==> config.mk <==
export PLATFORM = sky130hd
export DESIGN_NAME = fht_but_pipe_flat
export DESIGN_NICKNAME = d
export VERILOG_FILES = /design/src/rtl/fht_but_pipe_if.sv /design/src/rtl/fht_but_pipe.sv /design/src/flat_wrapper.sv
export SDC_FILE = /design/constraint.sdc
export NUM_CORES = 1
export LEC_CHECK = 0
export BUFFER_PORTS_ARGS = -buffer_cell sky130_fd_sc_hd__buf_2
export CAP_MARGIN = 10
export CORE_MARGIN = 5
export CORE_UTILIZATION = 40
export DETAILED_ROUTE_END_ITERATION = 7
export MAX_ROUTING_LAYER = met4
export PLACE_DENSITY_LB_ADDON = 0.2
export SYNTH_ARGS = -nofsm -noshare
export SYNTH_HDL_FRONTEND = slang
export SYNTH_SLANG_ARGS = --single-unit
==> constraint.sdc <==
create_clock -name iCLK -period 4.9 [get_ports iCLK]
set_input_delay 0.49 -clock iCLK [delete_from_list [all_inputs] [get_ports iCLK]]
set_output_delay 0.49 -clock iCLK [all_outputs]
set_load 0.03 [all_outputs]
==> src/rtl/fht_but_pipe_if.sv <==
// Sample/result bundle for one butterfly lane of the FHT datapath.
// The master side drives operands and twiddles; the slave side returns results.
interface fht_but_pipe_if #(
    parameter int D_BIT = 17,
    parameter int W_BIT = 12
);
    logic                    iVALID;
    logic                    iSEL;
    logic                    iSCALE;
    logic                    iCLR_OVF;
    logic signed [D_BIT-1:0] iX_0;
    logic signed [D_BIT-1:0] iX_1;
    logic signed [D_BIT-1:0] iX_2;
    logic signed [W_BIT-1:0] iSIN;
    logic signed [W_BIT-1:0] iCOS;
    logic                    oVALID;
    logic signed [D_BIT-1:0] oY_0;
    logic signed [D_BIT-1:0] oY_1;
    logic                    oOVF;

    modport master (
        output iVALID, iSEL, iSCALE, iCLR_OVF, iX_0, iX_1, iX_2, iSIN, iCOS,
        input  oVALID, oY_0, oY_1, oOVF
    );

    modport slave (
        input  iVALID, iSEL, iSCALE, iCLR_OVF, iX_0, iX_1, iX_2, iSIN, iCOS,
        output oVALID, oY_0, oY_1, oOVF
    );
endinterface

==> src/rtl/fht_but_pipe.sv <==
// Radix-2 Hartley butterfly: Y0 = X0 + M, Y1 = X0 - M with M = X1*cos + X2*sin
// (or M = X1 in bypass). Valid-qualified pipeline, latency 2 + MUL_PIPE, no stall.
// Every narrowing step saturates; any clip on a valid sample sets the sticky oOVF.
module fht_but_pipe #(
    parameter int D_BIT    = 17,
    parameter int W_BIT    = 12,
    parameter int MUL_PIPE = 0
) (
    input logic          iCLK,
    input logic          iRESET,
    fht_but_pipe_if.slave bus
);

    localparam int PW = D_BIT + W_BIT + 1;   // full product-sum width
    localparam int SH = W_BIT - 2;           // unity twiddle = 2^SH
    localparam int AW = D_BIT + 2;           // add/sub width incl. rounding headroom

    localparam logic signed [PW-1:0] C_RND   = PW'(1) << (SH - 1);
    localparam logic signed [PW-1:0] C_MAX_M = {{(PW-D_BIT+1){1'b0}}, {(D_BIT-1){1'b1}}};
    localparam logic signed [PW-1:0] C_MIN_M = {{(PW-D_BIT+1){1'b1}}, {(D_BIT-1){1'b0}}};
    localparam logic signed [AW-1:0] C_MAX_Y = {{(AW-D_BIT+1){1'b0}}, {(D_BIT-1){1'b1}}};
    localparam logic signed [AW-1:0] C_MIN_Y = {{(AW-D_BIT+1){1'b1}}, {(D_BIT-1){1'b0}}};

    // ---------------- stage 1: twiddle multiply, round, saturate ----------------
    logic signed [PW-1:0]    w_x1_e;
    logic signed [PW-1:0]    w_x2_e;
    logic signed [PW-1:0]    w_cos_e;
    logic signed [PW-1:0]    w_sin_e;
    logic signed [PW-1:0]    w_p;
    logic signed [PW-1:0]    w_m_wide;
    logic signed [D_BIT-1:0] w_m;
    logic                    w_sat_m;

    // M before and after clipping to the data range
    always_comb begin
        w_x1_e   = PW'(bus.iX_1);
        w_x2_e   = PW'(bus.iX_2);
        w_cos_e  = PW'(bus.iCOS);
        w_sin_e  = PW'(bus.iSIN);
        w_p      = w_x1_e * w_cos_e + w_x2_e * w_sin_e;
        w_m_wide = bus.iSEL ? w_x1_e : ((w_p + C_RND) >>> SH);
        w_sat_m  = 1'b0;
        w_m      = w_m_wide[D_BIT-1:0];
        if (w_m_wide > C_MAX_M) begin
            w_sat_m = 1'b1;
            w_m     = C_MAX_M[D_BIT-1:0];
        end else if (w_m_wide < C_MIN_M) begin
            w_sat_m = 1'b1;
            w_m     = C_MIN_M[D_BIT-1:0];
        end
    end

    logic                    r_v1;
    logic signed [D_BIT-1:0] r_m1;
    logic signed [D_BIT-1:0] r_x0_1;
    logic                    r_scale_1;
    logic                    r_satm_1;

    // stage 1 register; data side loads only for valid samples
    always_ff @(posedge iCLK or negedge iRESET) begin
        if (!iRESET) begin
            r_v1      <= 1'b0;
            r_m1      <= '0;
            r_x0_1    <= '0;
            r_scale_1 <= 1'b0;
            r_satm_1  <= 1'b0;
        end else begin
            r_v1 <= bus.iVALID;
            if (bus.iVALID) begin
                r_m1      <= w_m;
                r_x0_1    <= bus.iX_0;
                r_scale_1 <= bus.iSCALE;
                r_satm_1  <= w_sat_m;
            end
        end
    end

    // ---------------- optional stage 1b: extra multiplier register ----------------
    logic                    w_v_s2;
    logic signed [D_BIT-1:0] w_m_s2;
    logic signed [D_BIT-1:0] w_x0_s2;
    logic                    w_scale_s2;
    logic                    w_satm_s2;

    if (MUL_PIPE != 0) begin : g_mul_pipe
        logic                    r_v1b;
        logic signed [D_BIT-1:0] r_m1b;
        logic signed [D_BIT-1:0] r_x0_1b;
        logic                    r_scale_1b;
        logic                    r_satm_1b;

        // retime stage 1 results by one cycle, same load-on-valid rule
        always_ff @(posedge iCLK or negedge iRESET) begin
            if (!iRESET) begin
                r_v1b      <= 1'b0;
                r_m1b      <= '0;
                r_x0_1b    <= '0;
                r_scale_1b <= 1'b0;
                r_satm_1b  <= 1'b0;
            end else begin
                r_v1b <= r_v1;
                if (r_v1) begin
                    r_m1b      <= r_m1;
                    r_x0_1b    <= r_x0_1;
                    r_scale_1b <= r_scale_1;
                    r_satm_1b  <= r_satm_1;
                end
            end
        end

        assign w_v_s2     = r_v1b;
        assign w_m_s2     = r_m1b;
        assign w_x0_s2    = r_x0_1b;
        assign w_scale_s2 = r_scale_1b;
        assign w_satm_s2  = r_satm_1b;
    end else begin : g_no_pipe
        assign w_v_s2     = r_v1;
        assign w_m_s2     = r_m1;
        assign w_x0_s2    = r_x0_1;
        assign w_scale_s2 = r_scale_1;
        assign w_satm_s2  = r_satm_1;
    end

    // ---------------- stage 2: add/sub, scale or saturate ----------------
    logic signed [AW-1:0]    w_x0_e;
    logic signed [AW-1:0]    w_m_e;
    logic signed [AW-1:0]    w_sum;
    logic signed [AW-1:0]    w_dif;
    logic signed [AW-1:0]    w_sum_p1;
    logic signed [AW-1:0]    w_dif_p1;
    logic signed [D_BIT-1:0] w_y0;
    logic signed [D_BIT-1:0] w_y1;
    logic                    w_sat_y;
    logic                    w_unused;

    // halving with round-half-up always fits; full scale clips each output
    always_comb begin
        w_x0_e   = AW'(w_x0_s2);
        w_m_e    = AW'(w_m_s2);
        w_sum    = w_x0_e + w_m_e;
        w_dif    = w_x0_e - w_m_e;
        w_sum_p1 = w_sum + AW'(1);
        w_dif_p1 = w_dif + AW'(1);
        w_sat_y  = 1'b0;
        w_y0     = w_sum[D_BIT-1:0];
        w_y1     = w_dif[D_BIT-1:0];
        if (w_scale_s2) begin
            w_y0 = w_sum_p1[D_BIT:1];
            w_y1 = w_dif_p1[D_BIT:1];
        end else begin
            if (w_sum > C_MAX_Y) begin
                w_y0    = C_MAX_Y[D_BIT-1:0];
                w_sat_y = 1'b1;
            end else if (w_sum < C_MIN_Y) begin
                w_y0    = C_MIN_Y[D_BIT-1:0];
                w_sat_y = 1'b1;
            end
            if (w_dif > C_MAX_Y) begin
                w_y1    = C_MAX_Y[D_BIT-1:0];
                w_sat_y = 1'b1;
            end else if (w_dif < C_MIN_Y) begin
                w_y1    = C_MIN_Y[D_BIT-1:0];
                w_sat_y = 1'b1;
            end
        end
    end

    assign w_unused = ^{w_sum_p1[AW-1], w_sum_p1[0], w_dif_p1[AW-1], w_dif_p1[0]};

    logic                    r_vout;
    logic signed [D_BIT-1:0] r_y0;
    logic signed [D_BIT-1:0] r_y1;
    logic                    r_ovf;

    // output register and sticky overflow (set beats clear)
    always_ff @(posedge iCLK or negedge iRESET) begin
        if (!iRESET) begin
            r_vout <= 1'b0;
            r_y0   <= '0;
            r_y1   <= '0;
            r_ovf  <= 1'b0;
        end else begin
            r_vout <= w_v_s2;
            if (w_v_s2) begin
                r_y0 <= w_y0;
                r_y1 <= w_y1;
            end
            if (w_v_s2 && (w_satm_s2 || w_sat_y)) begin
                r_ovf <= 1'b1;
            end else if (bus.iCLR_OVF) begin
                r_ovf <= 1'b0;
            end
        end
    end

    assign bus.oVALID = r_vout;
    assign bus.oY_0   = r_y0;
    assign bus.oY_1   = r_y1;
    assign bus.oOVF   = r_ovf;

endmodule

==> src/flat_wrapper.sv <==
// flat-port wrapper written by rule: the top's interface ports become plain ports
module fht_but_pipe_flat 
#(
    parameter int D_BIT    = 17,
    parameter int W_BIT    = 12,
    parameter int MUL_PIPE = 0
)
  (iCLK, iRESET, bus_iVALID, bus_iSEL, bus_iSCALE, bus_iCLR_OVF, bus_iX_0, bus_iX_1, bus_iX_2, bus_iSIN, bus_iCOS, bus_oVALID, bus_oY_0, bus_oY_1, bus_oOVF);
  fht_but_pipe_if #(.D_BIT(D_BIT), .W_BIT(W_BIT)) bus_i ();
  input logic iCLK;
  input logic iRESET;
  input wire logic [$bits(bus_i.iVALID)-1:0] bus_iVALID;
  input wire logic [$bits(bus_i.iSEL)-1:0] bus_iSEL;
  input wire logic [$bits(bus_i.iSCALE)-1:0] bus_iSCALE;
  input wire logic [$bits(bus_i.iCLR_OVF)-1:0] bus_iCLR_OVF;
  input wire logic [$bits(bus_i.iX_0)-1:0] bus_iX_0;
  input wire logic [$bits(bus_i.iX_1)-1:0] bus_iX_1;
  input wire logic [$bits(bus_i.iX_2)-1:0] bus_iX_2;
  input wire logic [$bits(bus_i.iSIN)-1:0] bus_iSIN;
  input wire logic [$bits(bus_i.iCOS)-1:0] bus_iCOS;
  output wire logic [$bits(bus_i.oVALID)-1:0] bus_oVALID;
  output wire logic [$bits(bus_i.oY_0)-1:0] bus_oY_0;
  output wire logic [$bits(bus_i.oY_1)-1:0] bus_oY_1;
  output wire logic [$bits(bus_i.oOVF)-1:0] bus_oOVF;
  assign bus_i.iVALID = bus_iVALID;
  assign bus_i.iSEL = bus_iSEL;
  assign bus_i.iSCALE = bus_iSCALE;
  assign bus_i.iCLR_OVF = bus_iCLR_OVF;
  assign bus_i.iX_0 = bus_iX_0;
  assign bus_i.iX_1 = bus_iX_1;
  assign bus_i.iX_2 = bus_iX_2;
  assign bus_i.iSIN = bus_iSIN;
  assign bus_i.iCOS = bus_iCOS;
  assign bus_oVALID = bus_i.oVALID;
  assign bus_oY_0 = bus_i.oY_0;
  assign bus_oY_1 = bus_i.oY_1;
  assign bus_oOVF = bus_i.oOVF;
  fht_but_pipe #(.D_BIT(D_BIT), .W_BIT(W_BIT), .MUL_PIPE(MUL_PIPE)) u_core (.iCLK(iCLK), .iRESET(iRESET), .bus(bus_i));
endmodule
* Word level (Yosys, flattened, before mapping) *
Cells that the tools add are included.

operators by class
  add/sub/neg operators = 6
  $lt $le $gt $ge = 6
  muxes and demuxes = 18
  reduce and logical (&&, ||, !) cells = 3
  multiply operators = 2

operators by type and width
  cell                      count
  $mux W17                  8
  $mul A17 B12 Y29          2
  $add A18 B2 Y18 const B   2
  $gt A18 B17 Y1 const B    2
  $lt A18 B17 Y1 const B    2
  $add A30 B11 Y30 const B  1
  $add A30 B30 Y30          1
  $gt A30 B17 Y1 const B    1
  $lt A30 B17 Y1 const B    1
  $mux W30                  1
  $add A17 B17 Y18          1
  $sub A17 B17 Y18          1
  $mux W1                   9
  $reduce_bool A2 Y1        1
  $logic_and A1 B1 Y1       1
  $logic_or A1 B1 Y1        1

storage, ports and cells
  output and inout bits = 36
  input bits = 81
  register bits after elaboration = 73
  word-level logic and storage cells = 44

* Depth between registers and ports, before layout *
  depth after elaboration = 10
  gate-level depth with buffers = 37
  depth with buffers taken out = 34

* Worst setup path after synthesis *
Ideal clock, no wire load.

  path type = input -> register
  start = input port bus_iCOS[5]
  end = register u_core.r_m1[1]
  arrival time = 8509 ps
  setup slack = -3675 ps
  data required time = 4834 ps
  stages on the path = 28
  setup time = 66 ps
  path buffers = 3
  path through = clkbuf_1 -> clkbuf_1 -> nand2_1 -> fa_1 -> fa_1 -> inv_1 -> fa_1 -> fa_1 -> fa_1 -> ha_1 -> a21oi_1 -> o21ai_0 -> a2111oi_0 -> nor3_1 -> or3b_2 -> and2_1 -> xor2_1 -> ha_1 -> ha_1 -> and4_1 -> a221o_1 -> a31oi_1 -> o21ai_1 -> a31oi_1 -> mux2i_1 -> o2111a_1 -> clkbuf_1 -> a221o_1

on the way
  cells in the longest elaborated chain, start to end = 7
  elaborated cells between the ends (all ways) = 8

ends and longest elaborated chain
  item                    line                RTL
  start: declaration      flat_wrapper.sv:20  input wire logic [$bits(bus_i.iCOS)-1:0] bus_iCOS;
  $mul A17 B12 Y29 (*)    fht_but_pipe.sv:40  w_p = w_x1_e * w_cos_e + w_x2_e * w_sin_e;
  $add A30 B30 Y30 (*)    fht_but_pipe.sv:40
  $add A30 B11 Y30 (*)    fht_but_pipe.sv:41  w_m_wide = bus.iSEL ? w_x1_e : ((w_p + C_RND) >>> SH);
  $mux W30 (*)            fht_but_pipe.sv:41
  $lt A30 B17 Y1          fht_but_pipe.sv:47  end else if (w_m_wide < C_MIN_M) begin
  $mux W17                fht_but_pipe.sv:47
  $mux W17 (*)            fht_but_pipe.sv:44  if (w_m_wide > C_MAX_M) begin
  end signal: assignment  fht_but_pipe.sv:70  r_m1 <= w_m;
  end: declaration        fht_but_pipe.sv:54  logic signed [D_BIT-1:0] r_m1;

Every way passes the cells marked *; elsewhere a longest branch is shown, timed or not.
A chain may end at the register's enable or synchronous reset.

* Worst setup path in the final report *
  start = input port bus_iCOS[0]
  end = register u_core.r_m1[2]

Same word-level chain as after synthesis.

==> results.md <==
Worst setup path:
- The minimum setup slack among reg-to-reg paths is 730 ps.
- The critical path in this run is classified as input pin to flip-flop.
- The endpoint required time on the critical path is 5140 ps.
- On the worst path, the slowest cell contributes a delay of 540 ps.
- The worst-path cell with the longest stage delay is sky130_fd_sc_hd__fa_1.
- The worst setup path is captured at a flip-flop.
- The maximum fanout encountered on the critical timing path is 8.
- The arrival time of the worst setup path is 7540 ps.
- The most used cell along the critical path is sky130_fd_sc_hd__fa_1.
- The worst register-to-register path begins at u_core.r_x0_1[0].
- Tracing the worst setup path back leads to its startpoint at bus_iCOS[0].
- The worst setup path is launched from an input pin.

Synthesis:
- The number of warning messages in the yosys log is 0.
- After synthesis, the mean cell area works out to 8.68 sq um.
- The sequential area share after synthesis is 8.43%.
- The portion of synthesized area spent on multiplexers is 1.23%.
- The synthesized-area fraction occupied by xor and xnor cells is 5.01%.
- The number of nets in the synthesized netlist is 3166.
- Ranked by total cell area, the synthesized netlist is headed by sky130_fd_sc_hd__fa_1 (35%), sky130_fd_sc_hd__ha_1 (12%), sky130_fd_sc_hd__dfrtp_1 (8.4%), sky130_fd_sc_hd__inv_1 (8.4%), sky130_fd_sc_hd__nand2_1 (5.1%).
- The cell type with the highest aggregate area in the netlist is sky130_fd_sc_hd__fa_1.
- The number of synthesized flops with an enable pin is 0.
- The adder-cell share of the synthesized area is 47.2%.
- The dominant combinational cell family by area after synthesis is adder cells.
- The synthesized netlist occupies a cell area of 21700 sq um.
- After synthesis, the largest area contributor takes up 34.9% of total cell area.
- The commonest cells after synthesis are sky130_fd_sc_hd__inv_1 (486), sky130_fd_sc_hd__fa_1 (378), sky130_fd_sc_hd__nand2_1 (295).
- The simple-gate portion of the synthesized area is 15.9%.
- The most instantiated library cell after synthesis is sky130_fd_sc_hd__inv_1.
- After technology mapping, the gate count stands at 2494.
- For this run, the leading register cell type out of synthesis is sky130_fd_sc_hd__dfrtp_1.
- The async set or reset register ratio after synthesis is 100%.
- The synthesized netlist devotes 11.8% of its cell area to compound gates.
- In this run, synthesis produced a sequential element count of 73.
- Yosys mapped the design onto 90 distinct sky130hd cell types.

Die:
- The area of the die is 58900 sq um.
- The vertical extent of the die is 243 microns.
- The I/O pin count is 117.
- The chip width is 243 microns.
- The number of placement rows is 85.
- The area of the core is 53700 sq um.
- The effective utilization at floorplan is 40.3%.

CTS:
- For the worst-skew pair, the clock arrives at the later sink with an insertion delay of 350 ps.
- The clock root buffer master is sky130_fd_sc_hd__clkbuf_16.
- The total CTS buffers is 9.
- The clock tree buffer depth is 2.
- The register clock-pin slew on the reported worst setup and hold paths is 60 ps.
- The number of sinks on the clock net is 73.
- TritonCTS built the clock tree.
- The clock tree synthesis step divided the H-tree into 3 levels.

Outcome:
- The flow ran to the end, but the final reports show violations.
- The final reports fail on negative setup slack.

Final layout:
- The synthesis-to-layout area growth is 22.8%.
- Once layout is complete, the cells apart from fillers number 3568.
- The total number of nets in the final design is 3539.
- Cells with a size suffix above 1 make up 22.3% of the layout.

Timing:
- Setup total negative slack on the finished layout was measured at -42700 ps.
- The worst path setup slack after routing is -2400 ps.
- The final clock skew is 11.8 ps.
- The slew at the pin closest to its max-slew limit is 1030 ps.
- The final critical path takes up 149% of the cycle.
- The tightest hold path in the finished design has a slack of 276 ps.
- The final critical delay including setup and external delays is 7300 ps.
- Setup repair after global routing could not meet its margin everywhere.
- The max-slew violation count came to 0.
- The final-report hold violation count was 0.
- Based on the critical path, the design can be clocked at up to 0.137 GHz.
- Setup violations remaining at the end of the flow were counted as 18.
- The headroom to the max-slew limit is 31.0%.

Placed design:
- Before CTS, the worst setup slack after placement is -3090 ps.
- Once placement completed, the tool counted placed cells totaling 3539.
- Once detailed placement completed, the half-perimeter wirelength came to 48600 microns.
- Buffers placed on the I/O ports in this run total 116.
- The congestion estimate from routability-driven global placement came to 0.875.

Job:
- The count of maximum capacitance violations is 0.

Routing:
- After detailed routing, the number of remaining DRC violations is 0.
- In this run, the number of DRC markers left after iteration 0 of detailed routing was 852.
- The via density per instance is 5.03.
- In the final routed layout, each cell accounts on average for 15.8 microns.
- The detailed-router iteration count before antenna repair is 5.
- The post-detailed-routing wire length is 56400 microns.
- In this run the remaining antenna-violating nets after routing total 0.
- Across all layers, the routed design uses 18000 vias.

Global route:
- The wire length of the first global-routing pass is 96700 microns.
- Entering global routing, the biggest net connects 74 pins.
- The residual overflow from global routing is 0.
- The number of antenna violations at the first check in global routing came to 1.
- The number of global-route vias before repair is 19700.
- The aggregate global-route resource usage is 20.3%.

Hold path:
- The type of the worst min-delay path is input pin to async pin.
area by class of cell:
class                           count  area (sq um)
Inverter                          488          1830
Timing Repair Buffer              460          3480
Clock inverter                      5          81.3
Antenna cell                        1          2.50
Tap cell                          696           871
Sequential cell                    73          1830
Clock buffer                       10           229
Multi-Input combinational cell   1835         18300
Fill cell                        5118         27100
kinds of logic (layout without fill, tap and decap cells):
family	count (synthesis)	in the layout
simple gates	711	711
fa+ha+maj	591	591
buf+inv	587	963
compound gates	384	385
xor+xnor	124	124
flops	73	73
mux	24	24
other cells	0	1
layout by cell type (no fill, tap or decap), types with 25 or more instances in the layout:
master                    synthesis  final
sky130_fd_sc_hd__and2_1         147    131
sky130_fd_sc_hd__ha_1           213    188
sky130_fd_sc_hd__nor2_1         133    131
sky130_fd_sc_hd__o21ai_0         58     50
sky130_fd_sc_hd__dfrtp_1         73     72
sky130_fd_sc_hd__buf_4            1    339
sky130_fd_sc_hd__buf_2            3     88
sky130_fd_sc_hd__xnor2_1         94     93
sky130_fd_sc_hd__a21oi_1        148    135
sky130_fd_sc_hd__nand2_1        295    291
sky130_fd_sc_hd__xor2_1          30     28
sky130_fd_sc_hd__a21o_1          25     25
sky130_fd_sc_hd__inv_1          486    477
sky130_fd_sc_hd__fa_1           378    369
final timing paths:
| check | end | depth (start not counted) |
|---|---|---|
| setup / recovery | u_core.r_m1[2] | 33 |
| hold / removal | u_core.bus.oY_1[12] | 1 |
| setup reg to reg | u_core.bus.oY_1[14] | 13 |
| hold reg to reg | u_core.bus.oY_0[16] | 1 |
| max in group asynchronous | u_core.r_v1 | 1 |
| min in group iCLK | u_core.r_x0_1[16] | 2 |
worst max-delay path, delay by kind of cell:
kind | cells | cell delay, ps
AO/OA/AOI/OAI | 13 | 2380
XOR/XNOR | 1 | 160
adder cells (fa/ha/maj) | 8 | 3210
buffers and inverters | 6 | 680
AND/OR/NAND/NOR | 5 | 630
per-stage QoR:
stage	area, sq um	utilization, %
4_1_cts	26400	49.2
3_3_place_gp	25600	47.7
6_report	26600	49.5
5_1_grt	26600	49.5
3_5_place_dp	25600	47.7
2_1_floorplan	22200	-
sequential cells by signal, indices dropped and copies added, names as in the netlist:
| signal | cells |
|---|---|
| u_core.bus.oVALID | 1 |
| u_core.r_x0_1 | 17 |
| u_core.bus.oY_0 | 17 |
| u_core.r_satm_1 | 1 |
| u_core.bus.oY_1 | 17 |
| u_core.bus.oOVF | 1 |
| u_core.r_v1 | 1 |
| u_core.r_m1 | 17 |
| u_core.r_scale_1 | 1 |
layer usage:
layer | track usage (%) | part of all wire [%] | up-vias
met3 | 1.27 | 2.9 | 85
li1 | - | - | 8594
met2 | 37.2 | 53 | 332
met4 | 5.77 | 3.1 | 0
met5 | - | 0 | -
met1 | 24.2 | 41 | 8941
what timing repair did:
| item | in CTS | in global routing |
|---|---|---|
| setup endpoints to repair | 18 | 18 |
| buffers inserted | 10 | 3 |
| endpoints found under the hold margin | 0 | 0 |
| hold buffers | 0 | 0 |
| resized for setup | 98 | 26 |
| pin swaps | 23 | 16 |
| gates cloned | 2 | 0 |
Power is left out: the tool's default activity adds up to more than one toggle a clock period on the data nets, which glitch-free logic cannot reach.
